`src/rtl/modulo_down_sequencer_if.sv`:
```
// Handshake and index bundle between a controller and modulo_down_sequencer.
interface modulo_down_sequencer_if #(
    parameter int word_len = 8,
    parameter int pass_len = 4
);
    logic                start;
    logic [pass_len-1:0] passes;
    logic                cnt_en;
    logic                clr;
    logic [word_len-1:0] out;
    logic [pass_len-1:0] passes_left;
    logic                bout;
    logic                busy;
    logic                done;

    modport master (
        output start, passes, cnt_en, clr,
        input  out, passes_left, bout, busy, done
    );

    modport slave (
        input  start, passes, cnt_en, clr,
        output out, passes_left, bout, busy, done
    );
endinterface

```
`src/rtl/modulo_down_sequencer.sv`:
```
// Modulo down-counter that replays sample indices divisor-1..0 for a requested
// number of passes, with borrow flag and start/busy/done handshake.
module modulo_down_sequencer #(
    parameter int word_len = 8,
    parameter int divisor  = 150,
    parameter int pass_len = 4
) (
    input logic                  clk,
    input logic                  rst,
    modulo_down_sequencer_if.slave bus
);
    typedef enum logic [1:0] {IDLE, RUN, DONE} state_t;

    localparam logic [word_len-1:0] top_idx = word_len'(divisor - 1);

    state_t              state;
    logic [word_len-1:0] idx;
    logic [pass_len-1:0] pl;

    always_ff @(posedge clk) begin
        if (rst || bus.clr) begin
            state <= IDLE;
            idx   <= '0;
            pl    <= '0;
        end else begin
            case (state)
                IDLE: begin
                    if (bus.start) begin
                        idx   <= top_idx;
                        pl    <= bus.passes;
                        state <= (bus.passes != '0) ? RUN : DONE;
                    end
                end
                RUN: begin
                    if (bus.cnt_en) begin
                        if (idx != '0) begin
                            idx <= idx - word_len'(1);
                        end else begin
                            // passes_left is never 0 while running, so this cannot underflow
                            idx <= top_idx;
                            pl  <= pl - pass_len'(1);
                            if (pl == pass_len'(1))
                                state <= DONE;
                        end
                    end
                end
                DONE:    state <= IDLE;
                default: state <= IDLE;
            endcase
        end
    end

    assign bus.out         = idx;
    assign bus.passes_left = pl;
    assign bus.busy        = (state == RUN);
    assign bus.done        = (state == DONE);
    assign bus.bout        = (state == RUN) && (idx == '0);
endmodule

```
`src/flat_wrapper.sv`:
```
// flat-port wrapper written by rule: the top's interface ports become plain ports
module modulo_down_sequencer_flat 
#(
    parameter int word_len = 8,
    parameter int divisor  = 150,
    parameter int pass_len = 4
)
  (clk, rst, bus_start, bus_passes, bus_cnt_en, bus_clr, bus_out, bus_passes_left, bus_bout, bus_busy, bus_done);
  modulo_down_sequencer_if #(.word_len(word_len), .pass_len(pass_len)) bus_i ();
  input logic clk;
  input logic rst;
  input wire logic [$bits(bus_i.start)-1:0] bus_start;
  input wire logic [$bits(bus_i.passes)-1:0] bus_passes;
  input wire logic [$bits(bus_i.cnt_en)-1:0] bus_cnt_en;
  input wire logic [$bits(bus_i.clr)-1:0] bus_clr;
  output wire logic [$bits(bus_i.out)-1:0] bus_out;
  output wire logic [$bits(bus_i.passes_left)-1:0] bus_passes_left;
  output wire logic [$bits(bus_i.bout)-1:0] bus_bout;
  output wire logic [$bits(bus_i.busy)-1:0] bus_busy;
  output wire logic [$bits(bus_i.done)-1:0] bus_done;
  assign bus_i.start = bus_start;
  assign bus_i.passes = bus_passes;
  assign bus_i.cnt_en = bus_cnt_en;
  assign bus_i.clr = bus_clr;
  assign bus_out = bus_i.out;
  assign bus_passes_left = bus_i.passes_left;
  assign bus_bout = bus_i.bout;
  assign bus_busy = bus_i.busy;
  assign bus_done = bus_i.done;
  modulo_down_sequencer #(.word_len(word_len), .divisor(divisor), .pass_len(pass_len)) u_core (.clk(clk), .rst(rst), .bus(bus_i));
endmodule
```
`config.mk`:
```
export PLATFORM = sky130hd
export DESIGN_NAME = modulo_down_sequencer_flat
export DESIGN_NICKNAME = d
export VERILOG_FILES = /design/src/rtl/modulo_down_sequencer_if.sv /design/src/rtl/modulo_down_sequencer.sv /design/src/flat_wrapper.sv
export SDC_FILE = /design/constraint.sdc
export NUM_CORES = 1
export LEC_CHECK = 0
export ABC_AREA = 1
export BUFFER_PORTS_ARGS = -buffer_cell sky130_fd_sc_hd__buf_2
export CAP_MARGIN = 40
export CORE_ASPECT_RATIO = 1.5
export CORE_MARGIN = 4
export CORE_UTILIZATION = 45
export CTS_CLUSTER_DIAMETER = 200
export DETAILED_ROUTE_END_ITERATION = 6
export GPL_TIMING_DRIVEN = 0
export HOLD_SLACK_MARGIN = 0.12
export PLACE_DENSITY_LB_ADDON = 0.3
export SLEW_MARGIN = 10
export SYNTH_ARGS = -nofsm -noshare
export SYNTH_HDL_FRONTEND = slang
export SYNTH_SLANG_ARGS = --single-unit
```
`constraint.sdc`:
```
create_clock -name clk -period 1.48 [get_ports clk]
set_input_delay 0.222 -clock clk [delete_from_list [all_inputs] [get_ports clk]]
set_output_delay 0.222 -clock clk [all_outputs]
set_load 0.01 [all_outputs]
```
=== Yosys cells after proc, flatten, opt, wreduce, memory -nomap -nowiden ===
Cells that the tools add are included.

* Add/sub/neg operators: 2
* $mul: 0
* Divide/modulo/power cells: 0
* Magnitude comparators: 0
* Equal/unequal tests: 7
* Shifts and indexed selects: 0
* Mux-type cells: 14
* Bitwise gates (word level): 0
* Reductions and logical operators: 10

{| class="wikitable"
|+ Operators with widths
! operator !! number
|-
| 8-bit 2-to-1 mux || 3
|-
| 8-bit one-hot mux with 2 select lines || 1
|-
| 4-bit 2-to-1 mux || 3
|-
| 2-bit 2-to-1 mux || 5
|-
| 8-bit zero test || 1
|-
| 4-bit one-hot mux with 2 select lines || 1
|-
| 4-bit AND reduction || 2
|-
| 8-bit nonzero test || 1
|-
| 8-bit by 1-bit subtractor with 8-bit output (second input constant) || 1
|-
| 2-bit != test (second input constant) || 3
|-
| 4-bit by 1-bit == test with 1-bit output (second input constant) || 1
|-
| 2-bit one-hot mux with 2 select lines || 1
|-
| 4-bit nonzero test || 1
|-
| 4-bit by 1-bit subtractor with 4-bit output (second input constant) || 1
|-
| 3-bit AND reduction || 1
|-
| 2-bit by 1-bit == test with 1-bit output (second input constant) || 1
|-
| 2-bit == test (second input constant) || 1
|-
| 2-bit zero test || 1
|-
| 2-bit by 1-bit != test with 1-bit output (second input constant) || 1
|-
| 2-bit nonzero test || 1
|-
| 1-bit logical AND || 1
|-
| 1-bit logical OR || 1
|}

* Register bits after elaboration: 14
* Latch bits: 0
* RAM bits: 0
* ROM bits: 0
* Input bits: 9
* Output and inout port bits: 15
* Word-level logic and storage cells: 36
* Memories: 0

=== Logic depth before layout (Yosys ltp) ===
Gate-level depths: netlist of the first run.

* Word-level depth: 5
* Depth in mapped cells: 10
* Gate-level depth less buffers: 10

=== Worst setup path after synthesis of the first run ===
No wires, ideal clock.

* Kind: flip-flop to flip-flop
* Start point: reg u_core.pl[0] (netlist: u_core.bus.passes_left[0])
* End point: reg u_core.pl[2] (netlist: u_core.bus.passes_left[2])
* Setup time: 0.123 ns
* Arrival time: 1.212 ns
* Data required time: 1.357 ns
* Slack: 0.146 ns
* Stages on the path, launching flop included: 8
* Path buffers: 0
* Period minus slack after synthesis: 1.334 ns
* Cells stage by stage: dfxtp_1 > inv_1 > ha_1 > or2_2 > nand3_1 > nand2_1 > nand3_1 > a21oi_1

* Word-level cells in the longest chain between the ends: 4

{| class="wikitable"
|+ Ends and longest elaborated chain
! element !! line !! text
|-
| from (decl) || modulo_down_sequencer.sv:18 || <nowiki>logic [pass_len-1:0] pl;</nowiki>
|-
| from (signal assigned) || modulo_down_sequencer.sv:30 || <nowiki>pl <= bus.passes;</nowiki>
|-
| from (signal assigned) || modulo_down_sequencer.sv:41 || <nowiki>pl <= pl - pass_len'(1);</nowiki>
|-
| 4-bit by 1-bit subtractor with 4-bit output || modulo_down_sequencer.sv:41 ||
|-
| 4-bit 2-to-1 mux || modulo_down_sequencer.sv:36 || <nowiki>if (idx != '0) begin</nowiki>
|-
| 4-bit 2-to-1 mux || modulo_down_sequencer.sv:35 || <nowiki>if (bus.cnt_en) begin</nowiki>
|-
| 4-bit one-hot mux with 2 select lines || modulo_down_sequencer.sv:26 || <nowiki>case (state)</nowiki>
|}

Every way passes these cells. The select of a mux whose other input is x is not followed.
A chain may end at the register's enable or synchronous reset.

=== Final worst setup path of the first run ===
* Start point: reg u_core.state[0]
* End point: out bus_bout

* Word-level cells in the longest chain between the ends: 2

{| class="wikitable"
|+ Ends and longest elaborated chain
! element !! line !! text
|-
| from (decl) || modulo_down_sequencer.sv:16 || <nowiki>state_t state;</nowiki>
|-
| from (signal assigned) || modulo_down_sequencer.sv:31 || <nowiki>state <= (bus.passes != '0) ? RUN : DONE;</nowiki>
|-
| 2-bit by 1-bit == test with 1-bit output || modulo_down_sequencer.sv:57 || <nowiki>assign bus.bout = (state == RUN) && (idx == '0);</nowiki>
|-
| 1-bit logical AND || modulo_down_sequencer.sv:57 ||
|-
| to (decl) || flat_wrapper.sv:18 || <nowiki>output wire logic [$bits(bus_i.bout)-1:0] bus_bout;</nowiki>
|}

Every way passes these cells.

==> impl_metrics.toml, run 1 <==
[final_layout]
antennaDiodeCount = 0
synthToLayoutAreaGrowth_pct = 27.6
finalNetCount = 196
final_cell_area_um2 = 1260
drive_gt1_frac = 0.379

[route]
vias = 1062
vias_per_cell = 5.21
drcViolationCount = 0
drtPass1Iterations = 4
wirelength_um = 2430
wire_per_inst_um = 11.9
antenna_left = 0
drtIter0Drc = 26

[timing]
finalHoldViolCount = 0
slew_headroom = 0.825
setup_viol = 0
worst_slew_pin_slew_ns = 0.262
rsz0062_at_grt = "true"
fin_tns_setup_ns = 0
min_period_ns = 1.46
finalCritPeriodShare = 0.985
final_max_slew_viol_count = 0
finClkSkew_ns = 0.000955
max_freq_mhz = 686

[synth]
synthArstFlopShare = 0
synth_seq_area_share = 0.284
synth_cells = 148
ys_warn_count = 0
ys.flop_type = "dfxtp_1"
syn_avg_cell_area_um2 = 6.67
synth-seq-cells = 14
synth_edf_count = 0
synth.net_count = 161
yosys.cell_types.count = 26
synth_area_um2 = 987

[worst_setup_path]
cp-startpoint = "u_core.state[0]"
required_ns = 1.26
critical_path_class = "reg -> out"
worst-path-max-fanout = 10
crit-reg2reg-launch = "u_core.bus.passes_left[0]"
cp-end-kind = "output port"
cp-start-kind = "flip-flop"
critPathArrivalTime_ns = 1.24

[placed_design]
hpwlAfterDp_um = 1790
gp_congestion = 0.878
port_buffers = 23
place_area_um2 = 1130

[pwr]
power_density_nw_per_um2 = 823
irDropWorstVdd_mv = 0.477
p_leak_nw = 0.629
power_mw = 1.04

[grt]
grt-ovfl-total = 0
grt_max_degree = 11
grt_pass1_wl_um = 4090
antenna_found_initial = 0
grt_pass1_vias = 1078
grt_usage = 0.179

[job]
maxCapViolations = 0

[clocking]
clock_sink_count = 14
clk_latency_ns = 0.29
cts-root-buf = "clkbuf_4"
numCtsBuffers = 3
cts_tree = "yes"
postCtsHoldBufs = 0
htree_num_levels = 1
clockBufferDepth = 2
path_clk_slew_ns = 0.08

[worst_hold_path]
min_from = "rst"
hold_class = "in -> reg"

[die]
die-area_um2 = 3020
io_pins = 24
row_count = 20
coreArea_um2 = 2050
initial_core_util = 0.481
die_w_um = 46.2
die-height_um = 65.4

[outcome]
run_status = "completed"
sequential cells by signal, summed over array words and instances, names as in the netlist:
register,flops
u_core.bus.passes_left,4
u_core.bus.out,8
u_core.state,2
timing repair:
item	4_1_cts	5_1_grt
setup endpoints to repair	1	3
buffers inserted	5	2
pin swaps	2	2
resized for setup	5	10
per-layer routing:
metal	vias up	wire, um	track usage
li1	536	-	-
met2	34	1300	0.316
met1	485	917	0.190
met3	7	150	0.0247
met4	0	60	0.107
met5	-	0	0
area by class of cell:
class / count / area [um^2]
Fill cell: 197 / 792
Multi-Input combinational cell: 108 / 617
Sequential cell: 14 / 285
Timing Repair Buffer: 30 / 168
Inverter: 24 / 95.1
Clock buffer: 4 / 36.3
Buffer: 2 / 31.3
Tap cell: 22 / 27.5
kinds of logic after synthesis:
| logic type | count (synthesis) | synth area share |
|---|---|---|
| simple gates | 84 | 0.408 |
| buf+inv | 26 | 0.128 |
| compound gates | 19 | 0.120 |
| flops | 14 | 0.284 |
| fa+ha+maj | 4 | 0.0507 |
| xor+xnor | 1 | 0.00887 |
where the power goes:
part           internal, mW  switching, mW
Combinational         0.142          0.198
Sequential            0.397         0.0196
Clock                 0.150          0.130
Total                 0.689          0.347
worst paths after layout:
path	endpoint	slack, ns	cells after the start
max reg2reg	u_core.bus.passes_left[2]	0.11	7
max	bus_bout	0.02	6
min reg2reg	u_core.bus.passes_left[1]	0.48	2
min	u_core.bus.passes_left[3]	0.21	4
synth_stat cells, types with 3 or more instances:
| master | n | share of area |
|---|---|---|
| nand2_1 | 33 | 0.13 |
| nor2_1 | 20 | 0.076 |
| inv_1 | 18 | 0.068 |
| nand3_1 | 16 | 0.081 |
| dfxtp_1 | 14 | 0.28 |
| a21oi_1 | 9 | 0.046 |
| inv_2 | 5 | 0.019 |
| ha_1 | 4 | 0.051 |
| o21ai_1 | 4 | 0.020 |
| nand2_4 | 3 | 0.034 |
| o21ai_2 | 3 | 0.027 |
through the flow:
stage          hold WS (ns)  utilization  instances  setup slack (ns)
6_report              0.211        0.614        204            0.0223
5_1_grt               0.232        0.614        204           -0.0455
3_5_place_dp          0.480        0.551        193             0.110
4_1_cts               0.215        0.588        202           0.00394
3_3_place_gp          0.465        0.551        193             0.130
2_1_floorplan         0.378            -        148             0.146
critical path, stage by stage (launching register included):
cell     delay, ns
dfxtp_2       0.36
inv_2         0.05
nor2_4        0.13
buf_12        0.15
inv_6         0.05
nor2_2        0.08
buf_2         0.12
layout by cell type (no fill, tap or decap), drive strengths merged:
master and instances:
inv 24, buf 32, o21ai 8, and2 1, a31oi 1, nand3b 1, nand4 2, nand3 16
a21oi 10, nor2 24, xnor2 1, nor3 1, clkbuf 4, dfxtp 14, nand2 38, ha 4
or2 1
Power figures use the tool's default switching activity.
==> inputs of run 2 (changes only) <==
--- a/config.mk
+++ b/config.mk
@@ -11,11 +11,12 @@
 export CORE_ASPECT_RATIO = 1.5
 export CORE_MARGIN = 4
 export CORE_UTILIZATION = 45
+export CTS_BUF_LIST = sky130_fd_sc_hd__clkbuf_4 sky130_fd_sc_hd__clkbuf_8 sky130_fd_sc_hd__clkbuf_16
 export CTS_CLUSTER_DIAMETER = 200
 export DETAILED_ROUTE_END_ITERATION = 6
 export GPL_TIMING_DRIVEN = 0
 export HOLD_SLACK_MARGIN = 0.12
-export PLACE_DENSITY_LB_ADDON = 0.3
+export PLACE_DENSITY = 0.69
 export SLEW_MARGIN = 10
 export SYNTH_ARGS = -nofsm -noshare
 export SYNTH_HDL_FRONTEND = slang
==> run 2 against run 1 <==
  * Power is essentially flat
  * Count of clock-buffer cells in the layout is the same
  * First-iteration DRC count grew 15%
  * Clock power shrank 1%
  * Worst setup slack lost 0.0079 ns
  * Flip-flop and latch count is the same
  * Largest power group unchanged
  * Global-route usage is essentially flat
  * Highest routed layer unchanged
  * Via count grew 1.1%
  * Sequential power is essentially flat
  * Maximum frequency shrank 0.54%
==> impl_metrics.toml, run 2 (same netlist as run 1, synthesis figures left out) <==
[worst_setup_path]
required_ns = 1.26
cp-end-kind = "output port"
cp-startpoint = "u_core.bus.out[1]"
crit_chain = "inv_2 -> ha_4 -> nand2_4 -> nor2_4 -> nand2_4 -> nor2_2 -> buf_2"
cp_slowest_cell = "dfxtp_2"
critPathTopFamily = "flip-flops"
path_common_cell = "nand2_4"
cp.depth = 7
critical_path_class = "reg -> out"
cp-start-kind = "flip-flop"
worst-r2r-cell-count = 10
cp-endpoint = "bus_bout"
r2r_end = "u_core.bus.out[7]"
critPathArrivalTime_ns = 1.24
worst-path-max-fanout = 2
critPathMaxStageDelay_ns = 0.33
cp_num_buf_inv = 2
crit-reg2reg-launch = "u_core.bus.out[0]"
r2r_slack_ns = 0.11

[clocking]
cts-root-buf = "clkbuf_4"
htree_num_levels = 1
path_clk_slew_ns = 0.08
cts_tree = "yes"
clk_latency_ns = 0.29
clockBufferDepth = 2
clock_sink_count = 14
postCtsHoldBufs = 0
numCtsBuffers = 3

[pwr]
power_frac_clock = 0.266
power_density_nw_per_um2 = 810
p_int_uw = 692
p_leak_nw = 0.644
swShare = 0.332
switching_power_uw = 344
irDropWorstVdd_mv = 0.645
combPwrFrac = 0.331
p_seq_frac = 0.403

[final_layout]
final_common_cell = "nand2_1"
final_cell_mix = "nand2_1, buf_2, nor2_1, inv_1, nand3_1"
finalNonFillerCells = 206
final_cell_area_um2 = 1280
largest_reg_flops = 8
drive_gt1_frac = 0.391
synthToLayoutAreaGrowth_pct = 29.5
antennaDiodeCount = 0
finalNetCount = 198
nFillCells = 206

[route]
wl_met2_um = 1300
antenna_left = 0
vias = 1074
drtPass1Iterations = 5
drtIter0Drc = 30
wl_met3_um = 146
wire_per_inst_um = 11.7
wl_met1_um = 887
drcViolationCount = 0
wirelength_um = 2420
highest_layer = "met4"
vias_per_cell = 5.21

[placed_design]
port_buffers = 23
dp_slack_ns = 0.0930
dp.cells = 193
hpwlAfterDp_um = 1840
place_area_um2 = 1130
gp_congestion = 0.870

[outcome]
run_status = "completed"

[timing]
finalCritPeriodShare = 0.990
min_period_ns = 1.47
worst_slew_pin_slew_ns = 0.266
final_max_slew_viol_count = 0
fin_tns_setup_ns = 0
finalHoldViolCount = 0
rsz0062_at_grt = "true"
max_freq_mhz = 682
finClkSkew_ns = 0.00236
setup_ws_ns = 0.0144
setup_viol = 0
slew_headroom = 0.823

[die]
row_count = 20
io_pins = 24
coreArea_um2 = 2050
die_w_um = 46.2
die-height_um = 65.4
initial_core_util = 0.481
die-area_um2 = 3020

[grt]
antenna_found_initial = 0
grt_pass1_vias = 1020
grt_usage = 0.179
grt_max_degree = 11
grt-ovfl-total = 0
grt_pass1_wl_um = 4070

[worst_hold_path]
hold_class = "in -> reg"

[job]
maxCapViolations = 0
run 2: cell count changes in the layout (fill, tap and decap cells not counted), sizes merged:
cell / before / now
buf: 32 / 34
run 2: timing repair:
action / in CTS / in global routing
gates cloned: 0 / 0
pin swaps: 5 / 3
gates resized for setup: 10 / 7
buffers inserted: 6 / 3
setup endpoints to repair: 1 / 3
run 2: cell type report:
type | instances | area [um^2] | share of cell area
Tap cell | 22 | 27.5 | 0.0215
Multi-Input combinational cell | 108 | 618 | 0.483
Buffer | 2 | 31.3 | 0.0245
Timing Repair Buffer | 32 | 183 | 0.143
Inverter | 24 | 95.1 | 0.0744
Clock buffer | 4 | 36.3 | 0.0284
Sequential cell | 14 | 288 | 0.225
run 2: power by group through the flow:
stage / Clock [mW] / Combinational [mW] / Sequential (mW)
2_1_floorplan: 0 / 0.214 / 0.430
3_3_place_gp: 0 / 0.289 / 0.423
3_5_place_dp: 0 / 0.296 / 0.424
4_1_cts: 0.279 / 0.328 / 0.416
5_1_grt: 0.295 / 0.385 / 0.421
6_report: 0.276 / 0.343 / 0.418
run 2: worst min path at each step:
stage | from | end | slack (ns) | depth (start not counted)
5_1_grt | rst | u_core.bus.passes_left[3] | 0.23 | 4
3_3_place_gp | u_core.bus.passes_left[1] | u_core.bus.passes_left[1] | 0.47 | 2
3_5_place_dp | u_core.bus.out[0] | u_core.bus.out[0] | 0.48 | 1
2_1_floorplan | rst | u_core.bus.passes_left[3] | 0.38 | 3
4_1_cts | rst | u_core.bus.passes_left[3] | 0.22 | 4
6_report | rst | u_core.bus.passes_left[3] | 0.22 | 4
run 2: metal layers:
metal / global-route usage / vias to the layer above
met3: 0.0192 / 9
met1: 0.182 / 488
li1: - / 540
met4: 0.0961 / 0
met5: 0 / -
met2: 0.331 / 37
run 2: worst register-to-register path: cells and delay by family (launching register included):
family / cells / cell delay [ns]
and+or+nand+nor: 7 / 0.59
DFF: 1 / 0.35
buffers and inverters: 2 / 0.18
adders and majority gates: 1 / 0.16
run 2: through the flow:
step / hold WS (ns) / util / power, mW
after floorplan: 0.378 / - / 0.644
after global placement: 0.469 / 0.551 / 0.713
after detailed placement: 0.478 / 0.551 / 0.720
after CTS: 0.217 / 0.603 / 1.02
after global routing: 0.228 / 0.623 / 1.10
final: 0.219 / 0.623 / 1.04
==> inputs of run 3 (changes only) <==
--- a/config.mk
+++ b/config.mk
@@ -10,13 +10,13 @@
 export CAP_MARGIN = 40
 export CORE_ASPECT_RATIO = 1.5
 export CORE_MARGIN = 4
-export CORE_UTILIZATION = 45
+export CORE_UTILIZATION = 50
 export CTS_BUF_LIST = sky130_fd_sc_hd__clkbuf_4 sky130_fd_sc_hd__clkbuf_8 sky130_fd_sc_hd__clkbuf_16
 export CTS_CLUSTER_DIAMETER = 200
 export DETAILED_ROUTE_END_ITERATION = 6
 export GPL_TIMING_DRIVEN = 0
 export HOLD_SLACK_MARGIN = 0.12
-export PLACE_DENSITY = 0.69
+export PLACE_DENSITY = 0.75
 export SLEW_MARGIN = 10
 export SYNTH_ARGS = -nofsm -noshare
 export SYNTH_HDL_FRONTEND = slang
==> run 3 against run 2 <==
  * The run now ends with negative setup slack left
  * Core utilization up 5.4 points
  * Critical path depth unchanged
  * Register-to-register slack worse by 0.04 ns
  * Sequential power about the same
  * Maximum frequency down 3.2%
  * Largest cell class unchanged
  * Largest power group unchanged
  * Highest routed layer unchanged
==> impl_metrics.toml, run 3 (same netlist as run 1, synthesis figures left out) <==
[clocking]
path_clk_slew_ns = 0.09
cts_tree = "yes"
htree_num_levels = 1
numCtsBuffers = 3
cts-root-buf = "clkbuf_4"
postCtsHoldBufs = 0
clock_sink_count = 14
clockBufferDepth = 2
clk_latency_ns = 0.29

[worst_setup_path]
required_ns = 1.26
crit-reg2reg-launch = "u_core.bus.out[0]"
cp-startpoint = "u_core.bus.out[0]"
worst-path-max-fanout = 2
critPathMaxStageDelay_ns = 0.34
critPathArrivalTime_ns = 1.29
critical_path_class = "reg -> out"
cp_slowest_cell = "dfxtp_2"
worst-r2r-cell-count = 11
crit_chain = "inv_2 -> ha_4 -> nand2_4 -> nor2_4 -> nand2_4 -> nor2_2 -> buf_2"
path_common_cell = "nand2_4"
cp-endpoint = "bus_bout"
r2r_slack_ns = 0.07
r2r_end = "u_core.bus.passes_left[3]"
cp-end-kind = "output port"
cp-start-kind = "flip-flop"

[final_layout]
final_cell_mix = "nand2_1, buf_2, nor2_1, inv_1, nand3_1"
finalNetCount = 195
drive_gt1_frac = 0.376
final_cell_area_um2 = 1250
multi_input_area_um2 = 619
synthToLayoutAreaGrowth_pct = 27.1
final_common_cell = "nand2_1"
largest_reg_flops = 8
antennaDiodeCount = 0
seq_area_um2 = 287
nFillCells = 182

[die]
die-height_um = 62.4
coreArea_um2 = 1850
initial_core_util = 0.532
io_pins = 24
die_w_um = 44.3
row_count = 19
die-area_um2 = 2760

[timing]
worst_hold_slack_ns = 0.200
max_freq_mhz = 660
slew_headroom = 0.829
setup_ws_ns = -0.0341
finClkSkew_ns = 0.0137
worst_slew_pin_slew_ns = 0.256
final_max_slew_viol_count = 0
min_period_ns = 1.51
rsz0062_at_grt = "true"
finalCritPeriodShare = 1.02
finalHoldViolCount = 0
setup_viol = 1

[pwr]
irDropWorstVdd_mv = 1.01
p_leak_nw = 0.627
power_density_nw_per_um2 = 825

[route]
wirelength_um = 2430
wire_per_inst_um = 12.0
drtPass1Iterations = 4
antenna_left = 0
vias_per_cell = 5.17
drtIter0Drc = 13
vias = 1044
drcViolationCount = 0

[grt]
grt_pass1_wl_um = 4060
grt_usage = 0.193
grt_pass1_vias = 1044
antenna_found_initial = 0
grt-ovfl-total = 0
grt_max_degree = 11

[worst_hold_path]
hold_class = "in -> reg"

[job]
maxCapViolations = 0

[placed_design]
port_buffers = 23
gp_congestion = 0.830
place_area_um2 = 1130
hpwlAfterDp_um = 1740

[outcome]
run_status = "complete, but fails checks"
failed_checks = "negative setup slack"
run 3: cell type report:
class / count / area share
Multi-Input combinational cell: 108 / 0.494
Sequential cell: 14 / 0.228
Timing Repair Buffer: 29 / 0.128
Inverter: 24 / 0.0758
Clock buffer: 4 / 0.0289
Buffer: 2 / 0.0249
Tap cell: 21 / 0.0209
run 3: worst min-delay path by stage:
stage                                           end  cells after the start  slack [ns]                      start
after CTS                 u_core.bus.passes_left[3]                      4        0.20                        rst
after floorplan           u_core.bus.passes_left[3]                      3        0.38                        rst
after global routing      u_core.bus.passes_left[3]                      4        0.22                        rst
final                     u_core.bus.passes_left[3]                      4        0.20                        rst
after global placement    u_core.bus.passes_left[1]                      2        0.47  u_core.bus.passes_left[1]
after detailed placement          u_core.bus.out[0]                      1        0.47          u_core.bus.out[0]
run 3: power by group:
part / internal (mW) / switching [mW] / total [mW]
clock: 0.150 / 0.127 / 0.277
combinational: 0.140 / 0.201 / 0.342
sequential: 0.397 / 0.0199 / 0.417
total: 0.687 / 0.348 / 1.04
run 3: critical path: cells and delay by family (launching register included):
kind	cells	cell delay, ns
buf+inv	2	0.20
simple gates	4	0.31
fa+ha+maj	1	0.15
flops	1	0.34
run 3: timing repair:
item / CTS / global route
hold endpoints to repair: 0 / 0
buffers inserted: 5 / 1
pin swaps: 4 / 3
resized for setup: 10 / 6
setup endpoints to repair: 1 / 5
run 3: routing by layer:
metal | wire (um) | up-vias | global-route usage | part of all wire
li1 | - | 532 | - | -
met1 | 878 | 475 | 0.184 | 0.36
met2 | 1350 | 27 | 0.358 | 0.56
met3 | 114 | 10 | 0.0259 | 0.047
met4 | 85 | 0 | 0.121 | 0.035
met5 | 0 | - | 0 | 0
run 3: through the flow:
stage / power [mW] / util / setup slack [ns] / setup TNS, ns / cells
2_1_floorplan: 0.644 / - / 0.146 / 0 / 148
3_3_place_gp: 0.711 / 0.609 / 0.0743 / 0 / 192
3_5_place_dp: 0.719 / 0.609 / 0.0711 / 0 / 192
4_1_cts: 1.02 / 0.662 / 0.0205 / 0 / 201
5_1_grt: 1.09 / 0.677 / -0.0981 / -0.0998 / 202
6_report: 1.04 / 0.677 / -0.0341 / -0.0341 / 202
